===== config.mk =====
export PLATFORM = sky130hd
export DESIGN_NAME = mem_arbiter_2to1
export DESIGN_NICKNAME = d
export VERILOG_FILES = /design/src/rtl/mem_arb_defs.sv /design/src/rtl/arb_timeout_counter.sv /design/src/rtl/mem_arbiter_2to1.sv
export SDC_FILE = /design/constraint.sdc
export NUM_CORES = 1
export LEC_CHECK = 0
export BUFFER_PORTS_ARGS = -buffer_cell sky130_fd_sc_hd__buf_2
export CAP_MARGIN = 20
export CORE_AREA = 2 2 118 120
export CTS_CLUSTER_DIAMETER = 40
export DETAILED_ROUTE_END_ITERATION = 12
export DIE_AREA = 0 0 120 122
export PLACE_DENSITY_LB_ADDON = 0.08
export RECOVER_POWER = 25
export SETUP_SLACK_MARGIN = 0.15
export SYNTH_ARGS = -nofsm -noshare
export SYNTH_HDL_FRONTEND = slang
export SYNTH_SLANG_ARGS = --single-unit

===== constraint.sdc =====
create_clock -name clock -period 1.7 [get_ports clock]
set_input_delay 0 -clock clock [delete_from_list [all_inputs] [get_ports clock]]
set_output_delay 0 -clock clock [all_outputs]
set_load 0.05 [all_outputs]

===== src/rtl/mem_arb_defs.sv =====
// Shared definitions for the two-master block-RAM arbiter: state codes, master
// IDs, the write/read payload bundle and the request decode.
package mem_arb_defs;

  localparam int unsigned DATA_WIDTH = 32;
  localparam int unsigned BE_WIDTH   = 4;

  localparam logic [1:0] ARB_IDLE   = 2'd0;
  localparam logic [1:0] ARB_GRANT0 = 2'd1;
  localparam logic [1:0] ARB_GRANT1 = 2'd2;

  localparam logic MASTER0 = 1'b0;
  localparam logic MASTER1 = 1'b1;

  localparam logic [DATA_WIDTH-1:0] ZERO_DATA = '0;

  typedef struct packed {
    logic [DATA_WIDTH-1:0] data;
    logic [BE_WIDTH-1:0]   we;
    logic                  re;
  } xfer_t;

  // A master is requesting when any read or write strobe is up.
  function automatic logic has_req(input xfer_t x);
    return x.re | (|x.we);
  endfunction

endpackage


===== src/rtl/arb_timeout_counter.sv =====
// Per-grant cycle counter; expire flags the last allowed cycle of a grant.
// TIMEOUT_CYCLES = 0 removes the counter and never expires.
module arb_timeout_counter #(
  parameter int unsigned TIMEOUT_CYCLES = 1024
) (
  input  logic clock,
  input  logic reset,
  input  logic clear,
  input  logic enable,
  output logic expire
);

  if (TIMEOUT_CYCLES == 0) begin : g_disabled
    assign expire = 1'b0;
  end else begin : g_enabled
    localparam int unsigned CW = (TIMEOUT_CYCLES > 1) ? $clog2(TIMEOUT_CYCLES) : 1;

    logic [CW-1:0] count;

    always_ff @(posedge clock) begin
      if (reset || clear) begin
        count <= '0;
      end else if (enable) begin
        count <= count + CW'(1);
      end
    end

    assign expire = (count == CW'(TIMEOUT_CYCLES - 1));
  end

endmodule


===== src/rtl/mem_arbiter_2to1.sv =====
// Two-master arbiter for the shared BRAM data port (M0 = CPU data, M1 = boot/DMA),
// XUM hold-until-Ack handshake, round-robin or fixed priority, per-grant timeout.
module mem_arbiter_2to1
  import mem_arb_defs::*;
#(
  parameter int unsigned ADDR_WIDTH     = 30,
  parameter int unsigned FIXED_PRIORITY = 0,
  parameter int unsigned TIMEOUT_CYCLES = 1024
) (
  input  logic                  clock,
  input  logic                  reset,
  input  logic [ADDR_WIDTH-1:0] M0_Address,
  input  logic [DATA_WIDTH-1:0] M0_DataIn,
  input  logic [BE_WIDTH-1:0]   M0_WriteEnable,
  input  logic                  M0_ReadEnable,
  output logic [DATA_WIDTH-1:0] M0_DataOut,
  output logic                  M0_Ack,
  input  logic [ADDR_WIDTH-1:0] M1_Address,
  input  logic [DATA_WIDTH-1:0] M1_DataIn,
  input  logic [BE_WIDTH-1:0]   M1_WriteEnable,
  input  logic                  M1_ReadEnable,
  output logic [DATA_WIDTH-1:0] M1_DataOut,
  output logic                  M1_Ack,
  output logic [ADDR_WIDTH-1:0] S_Address,
  output logic [DATA_WIDTH-1:0] S_DataOut,
  output logic [BE_WIDTH-1:0]   S_WriteEnable,
  output logic                  S_ReadEnable,
  input  logic [DATA_WIDTH-1:0] S_DataIn,
  input  logic                  S_Ack,
  output logic                  Busy,
  output logic                  Timeout_Err
);

  logic [1:0]            state;
  logic [1:0]            state_nxt;
  logic                  last_grant;
  logic                  last_grant_nxt;
  xfer_t                 m0_xfer;
  xfer_t                 m1_xfer;
  xfer_t                 sel_xfer;
  logic [ADDR_WIDTH-1:0] sel_addr;
  logic                  m0_req;
  logic                  m1_req;
  logic                  sel_req;
  logic                  sel;
  logic                  granted;
  logic                  expire;
  logic                  timeout;

  assign m0_xfer  = '{data: M0_DataIn, we: M0_WriteEnable, re: M0_ReadEnable};
  assign m1_xfer  = '{data: M1_DataIn, we: M1_WriteEnable, re: M1_ReadEnable};
  assign m0_req   = has_req(m0_xfer);
  assign m1_req   = has_req(m1_xfer);

  assign granted  = (state != ARB_IDLE);
  assign sel      = (state == ARB_GRANT1) ? MASTER1 : MASTER0;
  assign sel_xfer = (sel == MASTER1) ? m1_xfer : m0_xfer;
  assign sel_addr = (sel == MASTER1) ? M1_Address : M0_Address;
  assign sel_req  = (sel == MASTER1) ? m1_req : m0_req;

  // A slave Ack in the expiry cycle wins; a dropped request is an abort, not a timeout.
  assign timeout  = granted & sel_req & expire & ~S_Ack;

  arb_timeout_counter #(
    .TIMEOUT_CYCLES(TIMEOUT_CYCLES)
  ) u_timeout (
    .clock  (clock),
    .reset  (reset),
    .clear  (~granted),
    .enable (granted & ~S_Ack),
    .expire (expire)
  );

  always_ff @(posedge clock) begin
    if (reset) begin
      state      <= ARB_IDLE;
      last_grant <= MASTER1;
    end else begin
      state      <= state_nxt;
      last_grant <= last_grant_nxt;
    end
  end

  always_comb begin
    state_nxt      = state;
    last_grant_nxt = last_grant;
    case (state)
      ARB_IDLE: begin
        if (m0_req && (!m1_req || FIXED_PRIORITY != 0 || last_grant == MASTER1)) begin
          state_nxt      = ARB_GRANT0;
          last_grant_nxt = MASTER0;
        end else if (m1_req) begin
          state_nxt      = ARB_GRANT1;
          last_grant_nxt = MASTER1;
        end
      end
      ARB_GRANT0, ARB_GRANT1: begin
        if (S_Ack || !sel_req || timeout) state_nxt = ARB_IDLE;
      end
      default: state_nxt = ARB_IDLE;
    endcase
  end

  // Slave strobes follow the granted master's request within the same cycle.
  always_comb begin
    S_Address     = '0;
    S_DataOut     = ZERO_DATA;
    S_WriteEnable = '0;
    S_ReadEnable  = 1'b0;
    M0_DataOut    = ZERO_DATA;
    M1_DataOut    = ZERO_DATA;
    M0_Ack        = 1'b0;
    M1_Ack        = 1'b0;
    if (granted) begin
      if (sel_req) begin
        S_Address     = sel_addr;
        S_DataOut     = sel_xfer.data;
        S_WriteEnable = sel_xfer.we;
        S_ReadEnable  = sel_xfer.re;
      end
      if (sel == MASTER0) begin
        M0_DataOut = timeout ? ZERO_DATA : S_DataIn;
        M0_Ack     = S_Ack | timeout;
      end else begin
        M1_DataOut = timeout ? ZERO_DATA : S_DataIn;
        M1_Ack     = S_Ack | timeout;
      end
    end
  end

  assign Busy        = granted;
  assign Timeout_Err = timeout;

endmodule

### Word-level counts from Yosys, hierarchy flattened

Index checks and enable logic that the tools add are counted.

| storage, ports and cells | value |
|---|---|
| memories kept | 0 |
| ROM bits | 0 |
| register bits after elaboration | 13 |
| bits in writable memories | 0 |
| bits in latches | 0 |
| output and inout bits | 135 |
| input port bits | 169 |
| logic and storage cells | 60 |

| operators by class | value |
|---|---|
| divide/modulo/power cells | 0 |
| muxes and demuxes | 27 |
| bitwise gates (word level) | 9 |
| reduce and logical (&&, ||, !) cells | 15 |
| shift-type cells | 0 |
| equality and inequality tests | 5 |
| add/sub/neg operators | 1 |
| $lt $le $gt $ge | 0 |
| $mul | 0 |

Operators by type and width:

| cell | number |
|---|---|
| 2-to-1 mux 32 bit | 7 |
| 2-to-1 mux 30 bit | 3 |
| 2-to-1 mux 37 bit | 1 |
| adder 10 x 1 -> 10 bit, second input constant | 1 |
| equality test 10 bit, second input constant | 1 |
| 2-to-1 mux 1 bit | 10 |
| 2-to-1 mux 4 bit | 2 |
| OR reduction 4 bit | 2 |
| 2-to-1 mux 2 bit | 3 |
| AND 1 bit | 4 |
| logical OR 1 bit | 4 |
| case mux 2 bit (2 select lines) | 1 |
| AND reduction 2 bit | 2 |
| nonzero test 2 bit | 2 |
| inequality test 3 bit, second input constant | 1 |
| OR 1 bit | 3 |
| equality test 2 x 1 -> 1 bit, second input constant | 1 |
| equality test 2 bit, second input constant | 1 |
| logical NOT 1 bit | 2 |
| logical NOT 2 bit | 1 |
| inequality test 2 bit, second input constant | 1 |
| NOT 1 bit | 2 |
| OR reduction 2 bit | 1 |
| logical AND 1 bit | 1 |

### Longest topological paths before layout

| depth | value |
|---|---|
| depth after elaboration | 9 |
| gate-level depth with buffers | 8 |
| mapped depth without buffers | 6 |

### Cells and area by module

From an unflattened synthesis, not the netlist that was laid out.

| second synthesis, totals | value |
|---|---|
| cell total of the unflattened synthesis | 315 |
| area, all modules | 2,247.2 um2 |

Modules (own cells, without submodules):

| module | times used | cells an instance | area an instance (um2) | seq. area each (um2) |
|---|---|---|---|---|
| mem_arbiter_2to1 | 1 | 265 | 1,791.7 | 60.1 |
| arb_timeout_counter | 1 | 50 | 455.4 | 200.2 |

### Least setup slack after synthesis

OpenSTA, ideal clock, no wires.

| timing | value |
|---|---|
| path kind | register -> output |
| start point | register state[0] |
| end point | output M0_Ack |
| buffers on the path | 3 |
| required time | 1,700 ps |
| data arrival time | 2,393 ps |
| path slack | -693 ps |
| cell stages (with the launch flop) | 7 |
| cell sequence | dfxtp_1 -> inv_1 -> ha_1 -> clkbuf_1 -> buf_2 -> buf_1 -> nor3_1 |

| between the ends | value |
|---|---|
| cells in the longest elaborated chain, start to end | 9 |
| elaborated cells between the ends (all ways) | 10 |
| those cells by class | eq/ne (1); mux (4); bitwise (4); reduce/logical (1) |

Ends and longest elaborated chain:

| item | RTL line | source |
|---|---|---|
| start: declaration | mem_arbiter_2to1.sv:34 | `logic [1:0] state;` |
| start signal: assignment | mem_arbiter_2to1.sv:79 | `state <= state_nxt;` |
| equality test 2 bit | mem_arbiter_2to1.sv:56 | `assign sel = (state == ARB_GRANT1) ? MASTER1 : MASTER0;` |
| 2-to-1 mux 1 bit | mem_arbiter_2to1.sv:56 |  |
| 2-to-1 mux 1 bit | mem_arbiter_2to1.sv:59 | `assign sel_req = (sel == MASTER1) ? m1_req : m0_req;` |
| AND 1 bit (3 in series) | mem_arbiter_2to1.sv:62 | `assign timeout = granted & sel_req & expire & ~S_Ack;` |
| OR 1 bit | mem_arbiter_2to1.sv:123 | `M0_Ack = S_Ack \| timeout;` |
| 2-to-1 mux 1 bit | mem_arbiter_2to1.sv:121 | `if (sel == MASTER0) begin` |
| 2-to-1 mux 1 bit * | mem_arbiter_2to1.sv:114 | `if (granted) begin` |
| end: declaration | mem_arbiter_2to1.sv:17 | `output logic M0_Ack,` |

Mark *: on every way between the ends. The rest lies on a longest branch, timed or not.

### Final worst setup path

| timing | value |
|---|---|
| start point | register state[1] |
| end point | output M0_DataOut[31] |

| between the ends | value |
|---|---|
| cells in the longest elaborated chain, start to end | 9 |
| elaborated cells between the ends (all ways) | 10 |
| those cells by class | eq/ne (1); mux (5); bitwise (3); reduce/logical (1) |

Ends and longest elaborated chain:

| item | RTL line | source |
|---|---|---|
| equality test 2 bit | mem_arbiter_2to1.sv:56 |  |
| 2-to-1 mux 1 bit | mem_arbiter_2to1.sv:56 |  |
| 2-to-1 mux 1 bit | mem_arbiter_2to1.sv:59 |  |
| AND 1 bit (3 in series) | mem_arbiter_2to1.sv:62 |  |
| 2-to-1 mux 32 bit | mem_arbiter_2to1.sv:122 | `M0_DataOut = timeout ? ZERO_DATA : S_DataIn;` |
| 2-to-1 mux 32 bit | mem_arbiter_2to1.sv:121 |  |
| 2-to-1 mux 32 bit * | mem_arbiter_2to1.sv:114 |  |
| end: declaration | mem_arbiter_2to1.sv:16 | `output logic [DATA_WIDTH-1:0] M0_DataOut,` |

Marked as above.

==> metrics.md <==
| Metric | Value |
|---|---|
| Upper clock frequency limit | between 400 and 500 MHz |
| Final worst slack | -0.4253 ns |
| WS Path Type | reg2out |
| Via density | between 4 and 5 |
| Post-DP HPWL | about 9500 microns |
| Total GRT Usage | between 15 and 20% |
| Largest net degree at the start of global routing | 33 |
| Worst hold start | reset |
| Most frequent CP cell | buf_6 |
| Initial antenna violation count | 0 |
| Die Ht | between 100 and 150 microns |
| Startpoint types | flop |
| Cells after Synth | about 310 |
| Die area | ~15000 sq um |
| Leakage | ~0.0031 uW |
| Final Max Tran Viols | 0 |
| Final period util | 125.0% |
| M3 GR Usage | 2.903% |
| Worst path required time | approximately 1.7 ns |
| Prevailing post-synth register cell | dfxtp_1 |
| Row cnt | 43 |
| CP max FO | 8 |
| Clock sink total | 13 |
| Violated checks | setup timing |
| Io pins | just over 300 |
| Clock latency on the worst-skew pair | between 0.2 and 0.25 ns |
| Critical Path Max Stage Delay | about 0.37 ns |
| Hold Fails Final Rpt | 0 |
| Yosys warning count | 0 |
| Initial Util | 16.54% |
| Fill count | 1200 |
| CTS Buf Count | 3 |
| Hold depth | 3 |
| Fin crit period | around 2.1 ns |
| Slew HR | 71.50% |
| Gpl congestion | about 0.77 |
| Area occupied by multi-input gates | 2661 sq um |
| Critical path's slowest cell | or3_4 |
| Cell area after synthesis | approximately 2200 sq um |
| Status | complete, but fails checks |
| Final Skew | around 0.0027 ns |
| Critical Path, Cell by Cell | buf_6, ha_4, or3_4, a311oi_4, buf_6, clkbuf_16, and2_4, buf_8 |
| Seq/Total Area, Yosys | 11.65% |
| Number of global-route vias before repair | 3683 |
| Unique cell type count in the Yosys netlist | 37 |
| DR WL/cell | ~16 microns |
| Most frequent cells in the layout | buf_2, buf_8, mux2i_1, nor2_4, and2_4 |
| Post-route DRC | 0 |
| Layout cell share with drive strength beyond 1 | 80.09% |
| RSZ-0062 raised after global routing | true |
| Met1 Use GR | 17.11% |
| Worst slew pin tran | about 0.42 ns |
| Via count | about 3700 |
| Setup crit end kind | output port |
| Worst reg2reg path depth | 8 |
| Worst-path clk slew | ~0.05 ns |
| Port bufs | 303 |
| Dpl cells | about 810 |
| EDFF count, synth | 0 |
| CTS tree | built |
| Worst R2R Setup Slack | -0.17 ns |
| CTS Hold Bufs | 0 |
| Remaining global-route overflow | 0 |
| TNS Setup | -46.15 ns |
| Most common cell after layout, fill and taps aside | buf_2 |
| Core area | between 10000 and 15000 sq um |
| Busiest grt layer | met2 |
| Syn Nets | 485 |
| Synth Area per Inst | ~7 sq um |
| Clock tree buffer depth | 2 |
| FF+latch area | 262.8 sq um |
| Post-synth ARST share | 0% |
| Worst r2r dst | state[0] |
| Global routing usage on met2 | 32.99% |
| # Max-Cap Violations | 0 |
| Post-DRT Antenna Nets | 0 |
| Hold Path Class | in2reg |
| H-tree depth | 1 |
| Die X | ~120 microns |
| CP Data Arrival Time | 2.13 ns |
| PD cells | approximately 1800 nW/um^2 |
| Reg-to-reg critical path startpoint | state[0] |
| Root Driver | clkbuf_16 |
| Routed WL | between 10000 and 15000 microns |
| Ant diodes | 0 |
| DR iter-0 viols | 93 |
| DR pass1 iterations | 4 |
| Yosys reg bits | 13 |
| Finished Layout Cells | roughly 850 |
| Peak VDD IR | 0.8641 mV |
| Final Setup Violations | 135 |
| Hold path endpoint | last_grant |
| Global-route wire length before repair | 19190 microns |
| Synth-to-Final Area Change | 214.7% |
| Final nets | ~840 |
-- through the flow --
stage / power, uW / util (%) / hold slack [ns] / worst slack, ns / area [sq um]
after detailed placement: 8791 / 36.96 / 0.3327 / -0.2417 / 4991
after CTS: 12310 / 49.35 / 0.07978 / -0.3919 / 6664
after floorplan: 7289 / - / 0.1196 / -0.07287 / 3074
final: 12880 / 52.05 / 0.07362 / -0.4253 / 7029
after global placement: 8750 / 36.96 / 0.3367 / -0.2011 / 4991
after global routing: 13350 / 52.05 / 0.1169 / -0.4684 / 7029
-- metal layers --
layer,up-vias,share of wire [%]
li1,1766,-
met1,1703,35
met2,170,57
met3,11,6.8
met4,0,1.2
met5,-,0
-- kinds of logic after synthesis --
group	count (synthesis)	share of synthesized area, %
flip-flops	13	11.65
AND/OR/NAND/NOR	174	40.67
XOR/XNOR	8	3.137
adder cells (fa/ha/maj)	3	1.681
multiplexers	70	31.43
buffers and inverters	30	6.387
AO/OA/AOI/OAI	15	5.042
-- flip-flops by register name (all words and copies together), names as in the netlist --
| signal | count |
|---|---|
| last_grant | 1 |
| state | 2 |
| u_timeout.g_enabled.count | 10 |
-- report_power, final --
| group | total [uW] | internal (uW) | leakage, uW | switching (uW) |
|---|---|---|---|---|
| clock network | 446 | 316 | 0.0000382 | 130 |
| registers | 371 | 346 | 0.000106 | 25.6 |
| logic | 12100 | 5340 | 0.00294 | 6720 |
-- cell type report --
type | count | area share, %
clock buffers | 4 | 1.121
inverters | 7 | 0.4272
multi-input cells | 270 | 37.86
flip-flops and latches | 13 | 3.738
well taps | 180 | 3.204
repair buffers | 374 | 53.65
-- how the worst max path moves through the flow --
| stage | slack, ns | startpoint | to | cells after the start |
|---|---|---|---|---|
| after floorplan | -0.07 | state[0] | M0_DataOut[10] | 7 |
| after global placement | -0.20 | state[0] | state[0] | 7 |
| after detailed placement | -0.24 | state[1] | M0_DataOut[27] | 7 |
| after CTS | -0.39 | state[1] | M0_DataOut[31] | 7 |
| after global routing | -0.47 | state[0] | M1_DataOut[31] | 10 |
| final | -0.43 | state[1] | M0_DataOut[31] | 8 |
-- critical path: cells and delay by family, from the launching register on --
family	cells	cell delay, ns
buffers and inverters	4	0.57
AND/OR/NAND/NOR	2	0.52
flip-flops	1	0.32
AO/OA/AOI/OAI	1	0.31
adder cells (fa/ha/maj)	1	0.16
-- repair_timing --
item | 4_1_cts | 5_1_grt
setup endpoints to repair | 143 | 143
resized for setup | 367 | 61
gates cloned | 8 | 5
pin swaps | 52 | 16
setup buffers | 17 | 5
-- cell usage after synthesis, types with 2 or more instances --
library cell	number	area, sq um
nand4_1	3	18.77
nor3_1	3	15.01
and2_1	64	400.4
mux2i_1	69	690.7
nor2_1	78	292.8
o31ai_1	2	15.01
nor4bb_1	2	20.02
dfxtp_1	13	260.3
nor2b_1	2	12.51
buf_1	7	26.28
xor2_1	7	61.31
nand2_1	6	22.52
nand3_1	4	20.02
a21oi_1	6	30.03
buf_2	6	30.03
ha_1	3	37.54
clkbuf_1	7	26.28
buf_6	3	33.78
o21ai_0	3	15.01
and4_1	2	17.52
inv_1	7	26.28
(Power assumes the default switching activity.)
